$ cat config.mk
export PLATFORM = sky130hd
export DESIGN_NAME = uart_debug_ctrl_flat
export DESIGN_NICKNAME = d
export VERILOG_FILES = /design/src/rtl/uart_debug_ctrl_if.sv /design/src/rtl/uart_debug_ctrl.sv /design/src/flat_wrapper.sv
export SDC_FILE = /design/constraint.sdc
export NUM_CORES = 1
export LEC_CHECK = 0
export CORE_ASPECT_RATIO = 1.4
export CORE_MARGIN = 2
export CORE_UTILIZATION = 51
export CTS_BUF_LIST = sky130_fd_sc_hd__clkbuf_2
export DETAILED_ROUTE_END_ITERATION = 6
export PLACE_DENSITY = 0.9
export RECOVER_POWER = 25
export SYNTH_ARGS = -nofsm -noshare
export SYNTH_HDL_FRONTEND = slang
export SYNTH_SLANG_ARGS = --single-unit
$ cat constraint.sdc
create_clock -name clk -period 2.4 [get_ports clk]
set_clock_uncertainty 0.2 [all_clocks]
set_input_delay 0.36 -clock clk [delete_from_list [all_inputs] [get_ports clk]]
set_output_delay 0.36 -clock clk [all_outputs]
set_load 0.02 [all_outputs]
$ cat src/rtl/uart_debug_ctrl_if.sv
// Host-side bundle between the UART debug controller, the UART RX/TX FIFO
// and the pipeline debug-word mux.
interface uart_debug_ctrl_if #(
    parameter int unsigned SEL_W = 6
);
    logic [7:0]       rx_data;
    logic             rx_data_rdy;
    logic             fifo_full;
    logic             halted;
    logic [31:0]      dbg_word;
    logic [7:0]       w_data;
    logic             write_enable;
    logic [SEL_W-1:0] word_sel;
    logic             pipe_en;
    logic             debug_mode;

    // Controller side
    modport slave (
        input  rx_data,
        input  rx_data_rdy,
        input  fifo_full,
        input  halted,
        input  dbg_word,
        output w_data,
        output write_enable,
        output word_sel,
        output pipe_en,
        output debug_mode
    );

    // Environment side: UART RX, TX FIFO, pipeline
    modport master (
        output rx_data,
        output rx_data_rdy,
        output fifo_full,
        output halted,
        output dbg_word,
        input  w_data,
        input  write_enable,
        input  word_sel,
        input  pipe_en,
        input  debug_mode
    );
endinterface

$ cat src/rtl/uart_debug_ctrl.sv
// UART debug command controller: run / single-step / pause the MIPS pipeline
// and dump N_WORDS debug words to the TX FIFO, MSB byte first.
module uart_debug_ctrl #(
    parameter int unsigned N_WORDS = 40,
    parameter int unsigned SEL_W   = 6
) (
    input  logic             clk,
    input  logic             rst,
    uart_debug_ctrl_if.slave bus
);
    localparam int unsigned BYTE_W = 8;
    localparam int unsigned WORD_W = 32;
    localparam int unsigned CNT_W  = 2;

    localparam logic [BYTE_W-1:0] CMD_RUN   = 8'h63;
    localparam logic [BYTE_W-1:0] CMD_STEP  = 8'h73;
    localparam logic [BYTE_W-1:0] CMD_DUMP  = 8'h64;
    localparam logic [BYTE_W-1:0] CMD_PAUSE = 8'h70;
    localparam logic [BYTE_W-1:0] NAK_CHAR  = 8'h3F;

    localparam logic [SEL_W-1:0] LAST_IDX  = SEL_W'(N_WORDS - 1);
    localparam logic [CNT_W-1:0] LAST_BYTE = CNT_W'(3);

    typedef enum logic [2:0] {
        S_IDLE,
        S_RUN,
        S_STEP,
        S_LOAD,
        S_BYTE,
        S_NAK
    } state_t;

    state_t            r_state;
    state_t            w_state_nxt;
    logic [WORD_W-1:0] r_shift;
    logic [WORD_W-1:0] w_shift_nxt;
    logic [CNT_W-1:0]  r_byte_cnt;
    logic [CNT_W-1:0]  w_byte_cnt_nxt;
    logic [SEL_W-1:0]  r_word_sel;
    logic [SEL_W-1:0]  w_word_sel_nxt;
    logic [BYTE_W-1:0] r_w_data;
    logic [BYTE_W-1:0] w_w_data_nxt;
    logic              r_pipe_en;
    logic              w_pipe_en_nxt;
    logic              r_debug_mode;
    logic              w_debug_mode_nxt;
    logic              w_push;

    // Push strobe follows the FIFO flag within the cycle; reset cuts it off at once
    assign w_push = rst && !bus.fifo_full && ((r_state == S_BYTE) || (r_state == S_NAK));

    // Next-state and datapath decode
    always_comb begin
        w_state_nxt    = r_state;
        w_shift_nxt    = r_shift;
        w_byte_cnt_nxt = r_byte_cnt;
        w_word_sel_nxt = r_word_sel;

        case (r_state)
            S_IDLE: begin
                if (bus.rx_data_rdy) begin
                    case (bus.rx_data)
                        CMD_RUN:  w_state_nxt = S_RUN;
                        CMD_STEP: w_state_nxt = S_STEP;
                        CMD_DUMP: begin
                            w_state_nxt    = S_LOAD;
                            w_word_sel_nxt = '0;
                        end
                        default:  w_state_nxt = S_NAK;
                    endcase
                end
            end
            S_RUN: begin
                if (bus.halted || (bus.rx_data_rdy && (bus.rx_data == CMD_PAUSE))) begin
                    w_state_nxt    = S_LOAD;
                    w_word_sel_nxt = '0;
                end
            end
            S_STEP: begin
                w_state_nxt    = S_LOAD;
                w_word_sel_nxt = '0;
            end
            S_LOAD: begin
                w_shift_nxt    = bus.dbg_word;
                w_byte_cnt_nxt = '0;
                w_state_nxt    = S_BYTE;
            end
            S_BYTE: begin
                if (w_push) begin
                    w_shift_nxt    = {r_shift[WORD_W-BYTE_W-1:0], BYTE_W'(0)};
                    w_byte_cnt_nxt = r_byte_cnt + CNT_W'(1);
                    if (r_byte_cnt == LAST_BYTE) begin
                        if (r_word_sel == LAST_IDX) begin
                            w_state_nxt    = S_IDLE;
                            w_word_sel_nxt = '0;
                        end else begin
                            w_state_nxt    = S_LOAD;
                            w_word_sel_nxt = r_word_sel + SEL_W'(1);
                        end
                    end
                end
            end
            S_NAK: begin
                if (w_push) begin
                    w_state_nxt = S_IDLE;
                end
            end
            default: begin
                w_state_nxt = S_IDLE;
            end
        endcase
    end

    // Output decode from the upcoming state so the registered outputs track it
    always_comb begin
        w_w_data_nxt     = r_w_data;
        w_pipe_en_nxt    = (w_state_nxt == S_RUN) || (w_state_nxt == S_STEP);
        w_debug_mode_nxt = (w_state_nxt != S_RUN);
        if (w_state_nxt == S_BYTE) begin
            w_w_data_nxt = w_shift_nxt[WORD_W-1 -: BYTE_W];
        end else if (w_state_nxt == S_NAK) begin
            w_w_data_nxt = NAK_CHAR;
        end
    end

    // State and output registers
    always_ff @(posedge clk) begin
        if (!rst) begin
            r_state      <= S_IDLE;
            r_shift      <= '0;
            r_byte_cnt   <= '0;
            r_word_sel   <= '0;
            r_w_data     <= '0;
            r_pipe_en    <= 1'b0;
            r_debug_mode <= 1'b1;
        end else begin
            r_state      <= w_state_nxt;
            r_shift      <= w_shift_nxt;
            r_byte_cnt   <= w_byte_cnt_nxt;
            r_word_sel   <= w_word_sel_nxt;
            r_w_data     <= w_w_data_nxt;
            r_pipe_en    <= w_pipe_en_nxt;
            r_debug_mode <= w_debug_mode_nxt;
        end
    end

    assign bus.w_data       = r_w_data;
    assign bus.write_enable = w_push;
    assign bus.word_sel     = r_word_sel;
    assign bus.pipe_en      = r_pipe_en;
    assign bus.debug_mode   = r_debug_mode;

endmodule

$ cat src/flat_wrapper.sv
// flat-port wrapper written by rule: the top's interface ports become plain ports
module uart_debug_ctrl_flat 
#(
    parameter int unsigned N_WORDS = 40,
    parameter int unsigned SEL_W   = 6
)
  (clk, rst, bus_rx_data, bus_rx_data_rdy, bus_fifo_full, bus_halted, bus_dbg_word, bus_w_data, bus_write_enable, bus_word_sel, bus_pipe_en, bus_debug_mode);
  uart_debug_ctrl_if #(.SEL_W(SEL_W)) bus_i ();
  input  logic clk;
  input  logic rst;
  input wire logic [$bits(bus_i.rx_data)-1:0] bus_rx_data;
  input wire logic [$bits(bus_i.rx_data_rdy)-1:0] bus_rx_data_rdy;
  input wire logic [$bits(bus_i.fifo_full)-1:0] bus_fifo_full;
  input wire logic [$bits(bus_i.halted)-1:0] bus_halted;
  input wire logic [$bits(bus_i.dbg_word)-1:0] bus_dbg_word;
  output wire logic [$bits(bus_i.w_data)-1:0] bus_w_data;
  output wire logic [$bits(bus_i.write_enable)-1:0] bus_write_enable;
  output wire logic [$bits(bus_i.word_sel)-1:0] bus_word_sel;
  output wire logic [$bits(bus_i.pipe_en)-1:0] bus_pipe_en;
  output wire logic [$bits(bus_i.debug_mode)-1:0] bus_debug_mode;
  assign bus_i.rx_data = bus_rx_data;
  assign bus_i.rx_data_rdy = bus_rx_data_rdy;
  assign bus_i.fifo_full = bus_fifo_full;
  assign bus_i.halted = bus_halted;
  assign bus_i.dbg_word = bus_dbg_word;
  assign bus_w_data = bus_i.w_data;
  assign bus_write_enable = bus_i.write_enable;
  assign bus_word_sel = bus_i.word_sel;
  assign bus_pipe_en = bus_i.pipe_en;
  assign bus_debug_mode = bus_i.debug_mode;
  uart_debug_ctrl #(.N_WORDS(N_WORDS), .SEL_W(SEL_W)) u_core (.clk(clk), .rst(rst), .bus(bus_i));
endmodule
==> results of run 1 <==
==> stage by stage <==
step           area, um^2  util [%]  hold WS, ps  worst slack [ps]  setup TNS (ps)
5_1_grt              3260      67.8          226               146               0
2_1_floorplan        2510         -          235               640               0
4_1_cts              3260      67.8          231               243               0
3_3_place_gp         3190      66.3          242              48.4               0
6_report             3260      67.8          248               266               0
3_5_place_dp         3190      66.3          250             -1.99           -1.99
==> per-layer routing <==
layer  vias up  global-route usage [%]  routed length [um]
li1       1120                       -                   -
met5         -                       0                   0
met2        75                    41.8                2910
met4         0                    7.71                  98
met1      1068                    23.9                2330
met3        11                    4.66                 319
==> power by group through the flow <==
stage | combinational [W] | clock, W | sequential (W)
4_1_cts | 0.000572 | 0.000455 | 0.00101
6_report | 0.000567 | 0.000445 | 0.00101
2_1_floorplan | 0.000304 | 0 | 0.00105
3_5_place_dp | 0.000569 | 0 | 0.00102
5_1_grt | 0.000614 | 0.000493 | 0.00102
3_3_place_gp | 0.000556 | 0 | 0.00102
==> cell usage in the layout (no fill, tap or decap), types with 2 or more instances in the layout <==
cell type        instances
a21boi_0                19
a21boi_1                 9
a21boi_2                 6
a21oi_1                  2
a22oi_1                 25
a31oi_1                  3
a32o_1                   2
and2_1                   5
and3_1                   2
and3b_1                  3
buf_4                   13
clkbuf_2                 5
clkdlybuf4s50_1         58
dfxtp_1                 52
dlygate4sd3_1            2
ha_1                     2
inv_1                    4
nand2_1                 49
nand2b_1                 2
nand3_1                 16
nand4_1                  3
nor2_1                   5
nor4b_1                  2
o21ai_0                  7
o22a_1                   6
o22ai_1                  2
or2_2                    2
==> worst reg2reg max path, cell delays in order, from the launching register on <==
cell	delay, ps
dfxtp_1	680
and3b_1	370
buf_4	370
a22oi_1	140
a21boi_2	170
o22a_1	150
==> timing repair <==
item / 4_1_cts / 5_1_grt
hold buffers: 0 / 0
resized for setup: 3 / 0
endpoints found under the setup margin: 1 / 0
==> flip-flops by register name, summed over array words and instances (netlist names) <==
signal	flops
u_core.bus.pipe_en	1
u_core.r_state	3
u_core.bus.w_data	8
u_core.r_byte_cnt	2
u_core.bus.debug_mode	1
u_core.r_shift	32
u_core.bus.word_sel	6
==> layout make-up <==
cell class	count	area, um^2	area share [%]
Inverter	4	15.0	0.461
Sequential cell	53	1060	32.6
Multi-Input combinational cell	195	1310	40.1
Timing Repair Buffer	75	727	22.3
Clock buffer	5	25.0	0.769
Clock inverter	3	41.3	1.27
Tap cell	64	80.1	2.46
==> cells by family (layout without fill, tap and decap cells) <==
group	Yosys count	count (layout)	share of synthesized area (%)
AOI/OAI and AO/OA	91	91	28.8
and+or+nand+nor	100	100	21.4
adders and majority gates	2	2	0.997
buffers and inverters	24	87	5.79
muxes	1	1	0.399
xor gates and xnor gates	1	1	0.349
DFF	53	53	42.3
==> worst max path at each step <==
stage	startpoint	endpoint	slack, ps
4_1_cts	u_core.r_state[1]	bus_write_enable	240
5_1_grt	u_core.r_state[0]	u_core.bus.w_data[1]	150
2_1_floorplan	bus_fifo_full	u_core.bus.w_data[6]	640
3_3_place_gp	rst	bus_write_enable	50
6_report	u_core.r_state[1]	bus_write_enable	270
3_5_place_dp	bus_rx_data[1]	u_core.bus.w_data[5]	-2
==> cells in the mapped netlist, types with 2 or more instances <==
| cell | instances |
|---|---|
| nor4b_1 | 2 |
| buf_1 | 2 |
| buf_6 | 4 |
| clkbuf_1 | 6 |
| nor2_1 | 5 |
| a22oi_1 | 25 |
| o22a_1 | 6 |
| a21boi_1 | 10 |
| a31oi_1 | 3 |
| and3b_1 | 3 |
| buf_4 | 6 |
| a21boi_0 | 18 |
| nand2b_1 | 2 |
| ha_1 | 2 |
| buf_2 | 2 |
| nand3_1 | 16 |
| a32o_1 | 2 |
| inv_1 | 4 |
| a21oi_1 | 2 |
| o21ai_0 | 7 |
| dfxtp_1 | 53 |
| and3_1 | 2 |
| nand2_1 | 49 |
| and2_1 | 6 |
| nand4_1 | 3 |
| or2_2 | 2 |
| o22ai_1 | 2 |
| a21boi_2 | 6 |
==> out/metrics.cfg, run 1 <==
[outcome]
status=complete, no violations

[sta]
period_minus_slack_ps=2130
setup_viol=0
fmax_mhz=469
worst_pin_slew_ps=478
fin_crit_sh_pct=88.9
finalHoldViolCount=0
slew_headroom_pct=68.1
slew_viol_final=0
grt_setup_unrepaired=false

[clock_tree]
clkSinkCount=53
insertion_delay_ps=430
root_buffer=clkbuf_2
post-cts-setup-buffer-count=0
cts_made_buffers=5
clockBufferDepth=2
cts_tree=done
htreeDepth=2
clk_pin_slew_ps=250

[drt]
wl_um=5660
drc=0
vias_per_cell=5.70
ant_nets=0
vias=2274
wl_per_cell_um=14.2
dr.pass1.iters=4
drtIter0Drc=112

[power]
totalPowerFinal_w=0.00202
p_per_area_nw_per_um2=620
switchingPower_w=0.000607
ir_drop_mv=0.378
pwr-share-clk_pct=22.1
p_leak_nw=1.13
pwr-share-comb_pct=28.1
switching_share_pct=30.1
intPower_w=0.00141
seqPwrFrac_pct=49.8

[setup_path]
cp.depth=3
r2r-start=u_core.r_state[0]
start_kind=flip-flop
r2r_slack_ps=310
worstRegToRegCells=5
rr_endpoint=u_core.bus.w_data[3]
crit_family=flip-flops
path_max_fanout=11
cp_cell_sequence=nor2b_2 -> and2_1 -> dlygate4sd2_1
end_kind=primary output
worstSetupPathType=reg -> out
slowest_stage=dfxtp_2
slowest_delay_ps=450
arrival_ps=1570
crit_buf_inv=1
worstPathRequired_ps=1840

[global_route]
grt.total_usage_pct=22.0
gr-total-overflow=0
grt_max_degree=52
grt_first_pass_wirelength_um=9650
grt_pass1_vias=2177
antenna_found_initial=0

[die]
dieArea_um2=5500
dieWidth_um=63.3
fp.coreArea_um2=4800
ios=62
row_count=30
die_y_um=87.0
start_util_pct=52.2

[synthesis]
synth_seq_cells=53
synth-async-reset-ratio_pct=0
yosysTopAreaCell=dfxtp_1
synth_area_um2=2510
synthCells=272
yosysWarningCount=0
synth_top_area_share_pct=42.3
ys_seq_area_share_pct=42.3
synth_cell_types=50
synth_area_leaders=dfxtp_1, a22oi_1, nand2_1, a21boi_0, nand3_1
synth_edf_count=0
synth_nets=319
synth-main-ff-cell=dfxtp_1
avgSynthCellArea_um2=9.22

[worst_hold_path]
min_to=u_core.r_shift[5]
min_from=bus_dbg_word[5]
whs_path_depth=3
hold_class=in -> reg

[final_layout]
nNetsFinal=381
n_antenna_cell=0
post_layout_nonfiller_instances=399
n_fill_cell=411
area_growth_pct=29.8
drive_gt1_share_pct=11.6

[place]
dp.final_hpwl_um=4150
gp_congestion=0.823
io_buffers=61
dp.cells=391

[flow_run]
max_cap_viol_count=0

Note: power is estimated with default switching activity, not from simulation.
==> inputs of run 2 (changes only) <==
--- a/config.mk
+++ b/config.mk
@@ -5,6 +5,7 @@
 export SDC_FILE = /design/constraint.sdc
 export NUM_CORES = 1
 export LEC_CHECK = 0
+export CAP_MARGIN = 20
 export CORE_ASPECT_RATIO = 1.4
 export CORE_MARGIN = 2
 export CORE_UTILIZATION = 51
==> constraint.sdc (replaced) <==
create_clock -name clk -period 2.4 [get_ports clk]
set_clock_uncertainty 0.2 [all_clocks]
set_input_delay 0.36 -clock clk [delete_from_list [all_inputs] [get_ports clk]]
set_output_delay 0.36 -clock clk [all_outputs]
set_load 0.05 [all_outputs]
==> out/metrics.cfg, run 2 (synthesized netlist as in run 1, its figures left out) <==
[outcome]
status=complete, no violations

[die]
fp.coreArea_um2=4800  ; unchanged
dieArea_um2=5500  ; unchanged
die_y_um=87.0  ; unchanged
start_util_pct=52.2  ; unchanged
ios=62  ; unchanged
row_count=30  ; unchanged
dieWidth_um=63.3  ; unchanged

[clock_tree]
insertion_delay_ps=450  ; +20 ps
root_buffer=clkbuf_2
cts-resized-gates=0  ; -3
cts_tree=done
clockBufferDepth=2  ; unchanged
htreeDepth=2  ; unchanged
clk_pin_slew_ps=270  ; +20 ps
postCtsHoldBufs=0  ; unchanged
clkSinkCount=53  ; unchanged
cts_made_buffers=5  ; unchanged
post-cts-setup-buffer-count=0  ; unchanged

[drt]
vias_per_cell=5.65  ; -0.94%
drtIter0Drc=95  ; -15%
vias=2230  ; -1.9%
dr.pass1.iters=4  ; unchanged
ant_nets=0  ; unchanged
drc=0  ; unchanged
wl_per_cell_um=14.6  ; +3.0%
wl_um=5770  ; +1.9%

[setup_path]
arrival_ps=1770  ; +200 ps
crit_buf_inv=1  ; unchanged
path_max_fanout=6  ; -5
slowest_stage=clkdlybuf4s50_1
slowest_delay_ps=840  ; +390 ps
crit_family=buffers and inverters
start_kind=flip-flop
worstPathRequired_ps=1840  ; about the same
end_kind=primary output
worstSetupPathType=reg -> out
cp_cell_sequence=clkdlybuf4s50_1

[sta]
setup_viol=0  ; unchanged
slew_viol_final=0  ; unchanged
slew_headroom_pct=65.9  ; -2.2 points
finalHoldViolCount=0  ; unchanged
fmax_mhz=429  ; -8.4%
period_minus_slack_ps=2330  ; +196 ps
tns_ps=0  ; unchanged
whs_ps=214  ; -33.7 ps
grt_setup_unrepaired=false
worst_pin_slew_ps=510  ; +31.6 ps
fin_crit_sh_pct=97.1  ; +8.2 points
setup_ws_ps=69.9  ; -196 ps

[power]
switching_share_pct=33.3  ; +3.2 points
switchingPower_w=0.000701  ; +15%
intPower_w=0.00141  ; -0.44%
p_leak_nw=1.13  ; -0.24%
pwr-share-comb_pct=30.3  ; +2.2 points
ir_drop_mv=0.374  ; -0.95%
p_per_area_nw_per_um2=652  ; +5.1%
pwr-share-clk_pct=21.7  ; -0.4 points
seqPwrFrac_pct=48.0  ; -1.8 points

[final_layout]
largest_reg_flops=32  ; unchanged
nNetsFinal=378  ; -0.79%
n_antenna_cell=0  ; unchanged
final_common_cell=clkdlybuf4s50_1
area_growth_pct=28.8
regMostFlops=u_core.r_shift
drive_gt1_share_pct=9.67  ; -2.0 points
final_area_um2=3230  ; -0.73%
final_cell_mix=clkdlybuf4s50_1, dfxtp_1, nand2_1

[place]
place_ws_ps=-37.0  ; -35.0 ps
gp_congestion=0.825  ; +0.23%
io_buffers=61  ; unchanged
placed_area_um2=3190  ; unchanged
dp.final_hpwl_um=4190  ; +0.87%

[worst_hold_path]
hold_class=in -> reg

[flow_run]
max_cap_viol_count=0  ; unchanged

[global_route]
grt_max_degree=52  ; unchanged
antenna_found_initial=0  ; unchanged
grt_pass1_vias=2186  ; +0.41%
grt.total_usage_pct=22.3  ; +0.37 points
grt_first_pass_wirelength_um=9900  ; +2.6%
gr-total-overflow=0  ; unchanged

run 2: path summary, 6_finish.rpt:
check,to,start,slack [ps],cells past startpoint
min reg2reg,u_core.r_shift[21],u_core.r_shift[21],280,2
max,bus_word_sel[2],u_core.bus.word_sel[2],70,1
max reg2reg,u_core.bus.w_data[3],u_core.r_state[0],210,6
min,u_core.r_shift[5],bus_dbg_word[5],210,3
run 2: metrics by stage:
| step | utilization [%] | total power, W | cells |
|---|---|---|---|
| floorplan | - | 0.00145 | 272 |
| global placement | 66.3 | 0.00166 | 388 |
| detailed placement | 66.3 | 0.00168 | 388 |
| CTS | 67.7 | 0.00213 | 395 |
| global route | 67.3 | 0.00221 | 395 |
| finish | 67.3 | 0.00211 | 395 |
run 2: power groups by stage:
stage | registers [W] | clock network, W | logic [W]
6_report | 0.00101 | 0.000457 | 0.000638
3_5_place_dp | 0.00103 | 0 | 0.000646
5_1_grt | 0.00102 | 0.000501 | 0.000686
3_3_place_gp | 0.00103 | 0 | 0.000633
4_1_cts | 0.00101 | 0.000464 | 0.000649
2_1_floorplan | 0.00114 | 0 | 0.000307
run 2: per-layer routing:
layer	up-vias	part of all wire [%]	wire length, um	track usage, %
li1	1110	-	-	-
met1	1038	40	2290	26.6
met2	72	54	3100	39.8
met3	10	4.8	275	3.62
met4	0	1.8	102	9.29
met5	-	0	0	0
run 2: layout make-up:
cell class,instances,area (um^2)
Clock buffer,5,25.0
Inverter,4,15.0
Timing Repair Buffer,72,723
Multi-Input combinational cell,195,1290
Tap cell,64,80.1
Fill cell,401,1570
Clock inverter,2,38.8
Sequential cell,53,1060
==> inputs of run 3 (changes only) <==
--- a/config.mk
+++ b/config.mk
@@ -11,6 +11,7 @@
 export CORE_UTILIZATION = 51
 export CTS_BUF_LIST = sky130_fd_sc_hd__clkbuf_2
 export DETAILED_ROUTE_END_ITERATION = 6
+export HOLD_SLACK_MARGIN = 0.03
 export PLACE_DENSITY = 0.9
 export RECOVER_POWER = 25
 export SYNTH_ARGS = -nofsm -noshare
==> results of run 3 <==
Final layout, timing and power as in run 2 (identical DEF).
==> RTL edit (settings of run 3) <==
Set the localparam `CNT_W` to 4 (it was 2).
--- a/src/rtl/uart_debug_ctrl.sv
+++ b/src/rtl/uart_debug_ctrl.sv
@@ -11,5 +11,5 @@
     localparam int unsigned BYTE_W = 8;
     localparam int unsigned WORD_W = 32;
-    localparam int unsigned CNT_W  = 2;
+    localparam int unsigned CNT_W  = 4;
 
     localparam logic [BYTE_W-1:0] CMD_RUN   = 8'h63;
Behaviour: same outputs for any inputs over 10 cycles, from zero or initial values and one cycle with rst low; that may be too few to reach the edited logic, so the function may still have changed.
==> RTL edit against run 3 <==
  * First-iteration DRC count up 110%
  * Global-route usage increased by 3.2 points
  * Worst setup slack improved by 0.012 ns
  * Synthesized area up 1.4%
  * Register-to-register slack got worse by 0.07 ns
  * Design area increased by 8.6%
  * Wire length is 18% higher
  * Sequential share of layout area fell by 1.4 points
  * Power up 2.3%
  * Die area increased by 1.4%
  * Synthesized cell count increased by 11%
  * Sequential cell count rose by 2
  * Critical path type unchanged
  * Critical endpoint unchanged
  * Highest routed layer unchanged
==> RTL edit: results (changes against run 3) <==
----------------------------------------------------
[Outcome]
  Result of the run ... finished, final reports clean

[Global routing]
  Overall global routing resource usage ... 0.2550 (+0.03175)
  Initial antenna violation count ... 0 (unchanged)
  Pin count of the biggest net entering global routing ... 37 (-29%)
  Wire length of the first global-routing pass ... 11,380 um (+15%)
  Vias in the first global route ... 2,579 (+18%)

[Placed design]
  Pre-CTS setup slack ... -0.2484 ns (-0.2114 ns)
  Weighted congestion at the end of routability-driven global placement ... 0.8460 (+2.6%)
  Number of input and output port buffers inserted ... 61 (unchanged)
  HPWL after DPL ... 4909 um (+17%)

[Synthesis]
  Post-synthesis sequential area ratio ... 0.4326 (+0.009702)
  Net Count, Synth ... 350 (+9.7%)
  Primary FF master, synth ... sky130_fd_sc_hd__dfxtp_1
  Proportion of register bits with asynchronous set or reset after synthesis ... 0 (unchanged)
  Synthesis Warnings ... 0 (unchanged)
  Synth top area cells ... sky130_fd_sc_hd__dfxtp_1, sky130_fd_sc_hd__a21oi_1, sky130_fd_sc_hd__nand2_1
  Post-synthesis cell type count ... 54 (+8.0%)
  Cell types with the highest counts after synthesis ... sky130_fd_sc_hd__dfxtp_1, sky130_fd_sc_hd__nand2_1, sky130_fd_sc_hd__a21oi_1

[Power]
  Static power due to leakage ... 1.286 nW (+14%)
  Worst voltage drop across the vdd grid ... 0.0004566 V (+22%)

[Setup path]
  CP delay by family, top ... buffers and inverters
  Standard cell with the maximum stage delay on the critical path ... sky130_fd_sc_hd__clkdlybuf4s50_1
  CP Data Arrival Time ... 1.76 ns
  Critical path peak fanout ... 6 (unchanged)
  Maximum cell stage delay along the critical path ... 0.83 ns

[Finish]
  Final antenna diode count ... 0 (unchanged)
  Filler cell count in the final layout ... 367 (-8.5%)
  Number of nets at the end of the flow ... 432 (+14%)
  Most flops, register ... u_core.r_shift
  Number of flip-flops under the largest register name ... 32 (unchanged)
  Layout cell share with drive strength beyond 1 ... 0.1503 (+0.05358)

[Drt]
  Number of vias per cell after detailed routing ... 5.933 (+5.1%)
  Total wire length after detailed routing ... 6803 um (+18%)
  Pre-Repair DR Iteration Count ... 4 (unchanged)
  Residual DRC ... 0 (unchanged)
  Detailed Route Iter0 Violations ... 204 (+110%)

[CTS]
  Clock root buffer master ... sky130_fd_sc_hd__clkbuf_2
  Number of instances resized during post-cts repair ... 0 (unchanged)
  Number of CTS-inserted buffers ... 5 (unchanged)
  Maximum buffer depth of the clock tree ... 2 (unchanged)
  Setup bufs post-CTS ... 0 (unchanged)
  Hold Buf Count CTS ... 0 (unchanged)
  Clock-pin slew on the worst setup and hold paths ... 0.29 ns (+0.02 ns)
  Clock latency on the worst-skew pair ... 0.47 ns (+0.02 ns)
  H-tree depth ... 2 (unchanged)

[STA]
  Least-Margin Pin Slew ... 0.6041 ns (+0.09437 ns)

[Worst hold path]
  Min-Delay Path Class ... input port to flip-flop

----------------------------------------------------
## RTL edit: cell count changes after synthesis, moves of 8 or more
cell                       change
sky130_fd_sc_hd__a21boi_0     -18
sky130_fd_sc_hd__a21boi_1     -10
sky130_fd_sc_hd__a21oi_1      +33
sky130_fd_sc_hd__a22oi_1       -9
sky130_fd_sc_hd__clkbuf_1     +10
sky130_fd_sc_hd__nand3_1       +9
sky130_fd_sc_hd__nor3_1        +8
## RTL edit: area by class of cell
cell class,instances,share of cell area
multi-input combinational,222,0.3832
sequential,55,0.3144
timing repair buffer,97,0.2535
tap,64,0.02282
clock inverter,3,0.01355
clock buffer,5,0.007130
inverter,4,0.005348
## RTL edit: metal layers
metal  share of wire  wire, um  global-route usage  vias to the layer above
li1                -         -                   -                     1299
met1            0.39      2649              0.2872                     1263
met2            0.53      3574              0.4746                       90
met3           0.056       379             0.05013                       18
met4           0.029       199             0.09486                        0
met5               0         0                   0                        -
## RTL edit: logic make-up (layout without fill, tap and decap cells)
family / Yosys count / in the layout / share of synthesized area
compound gates: 98 / 98 / 0.2576
xor+xnor: 2 / 2 / 0.006884
fa+ha+maj: 2 / 2 / 0.009831
buf+inv: 26 / 109 / 0.04228
flops: 55 / 55 / 0.4326
mux: 1 / 1 / 0.003933
simple gates: 119 / 119 / 0.2468
## RTL edit: report_power, final
part / switching (mW) / internal (mW)
sequential: 0.0295 / 0.971
combinational: 0.370 / 0.288
clock: 0.312 / 0.182
total: 0.712 / 1.44
## RTL edit: worst min-delay path, stage by stage
cell and delay, ns:
sky130_fd_sc_hd__clkdlybuf4s50_1 0.39, sky130_fd_sc_hd__nand2_1 0.05, sky130_fd_sc_hd__a21oi_1 0.05
## RTL edit: path summary, 6_finish.rpt
kind / cells past startpoint / end / slack, ns / startpoint
worst max-delay path: 1 / bus_word_sel[2] / 0.08 / u_core.bus.word_sel[2]$_SDFFE_PN0P_
worst min-delay path: 3 / u_core.r_shift[3]$_SDFFE_PN0P_ / 0.19 / bus_dbg_word[3]
worst max register to register: 7 / u_core.bus.w_data[6]$_SDFFE_PN0P_ / 0.14 / u_core.r_state[2]$_SDFF_PN0_
worst min register to register: 2 / u_core.r_shift[23]$_SDFFE_PN0P_ / 0.27 / u_core.r_shift[23]$_SDFFE_PN0P_
## RTL edit: metrics by stage
step                area, um^2  instances
floorplan                 2565        303
global placement          3438        442
detailed placement        3438        442
CTS                       3511        450
global route              3510        450
finish                    3510        450
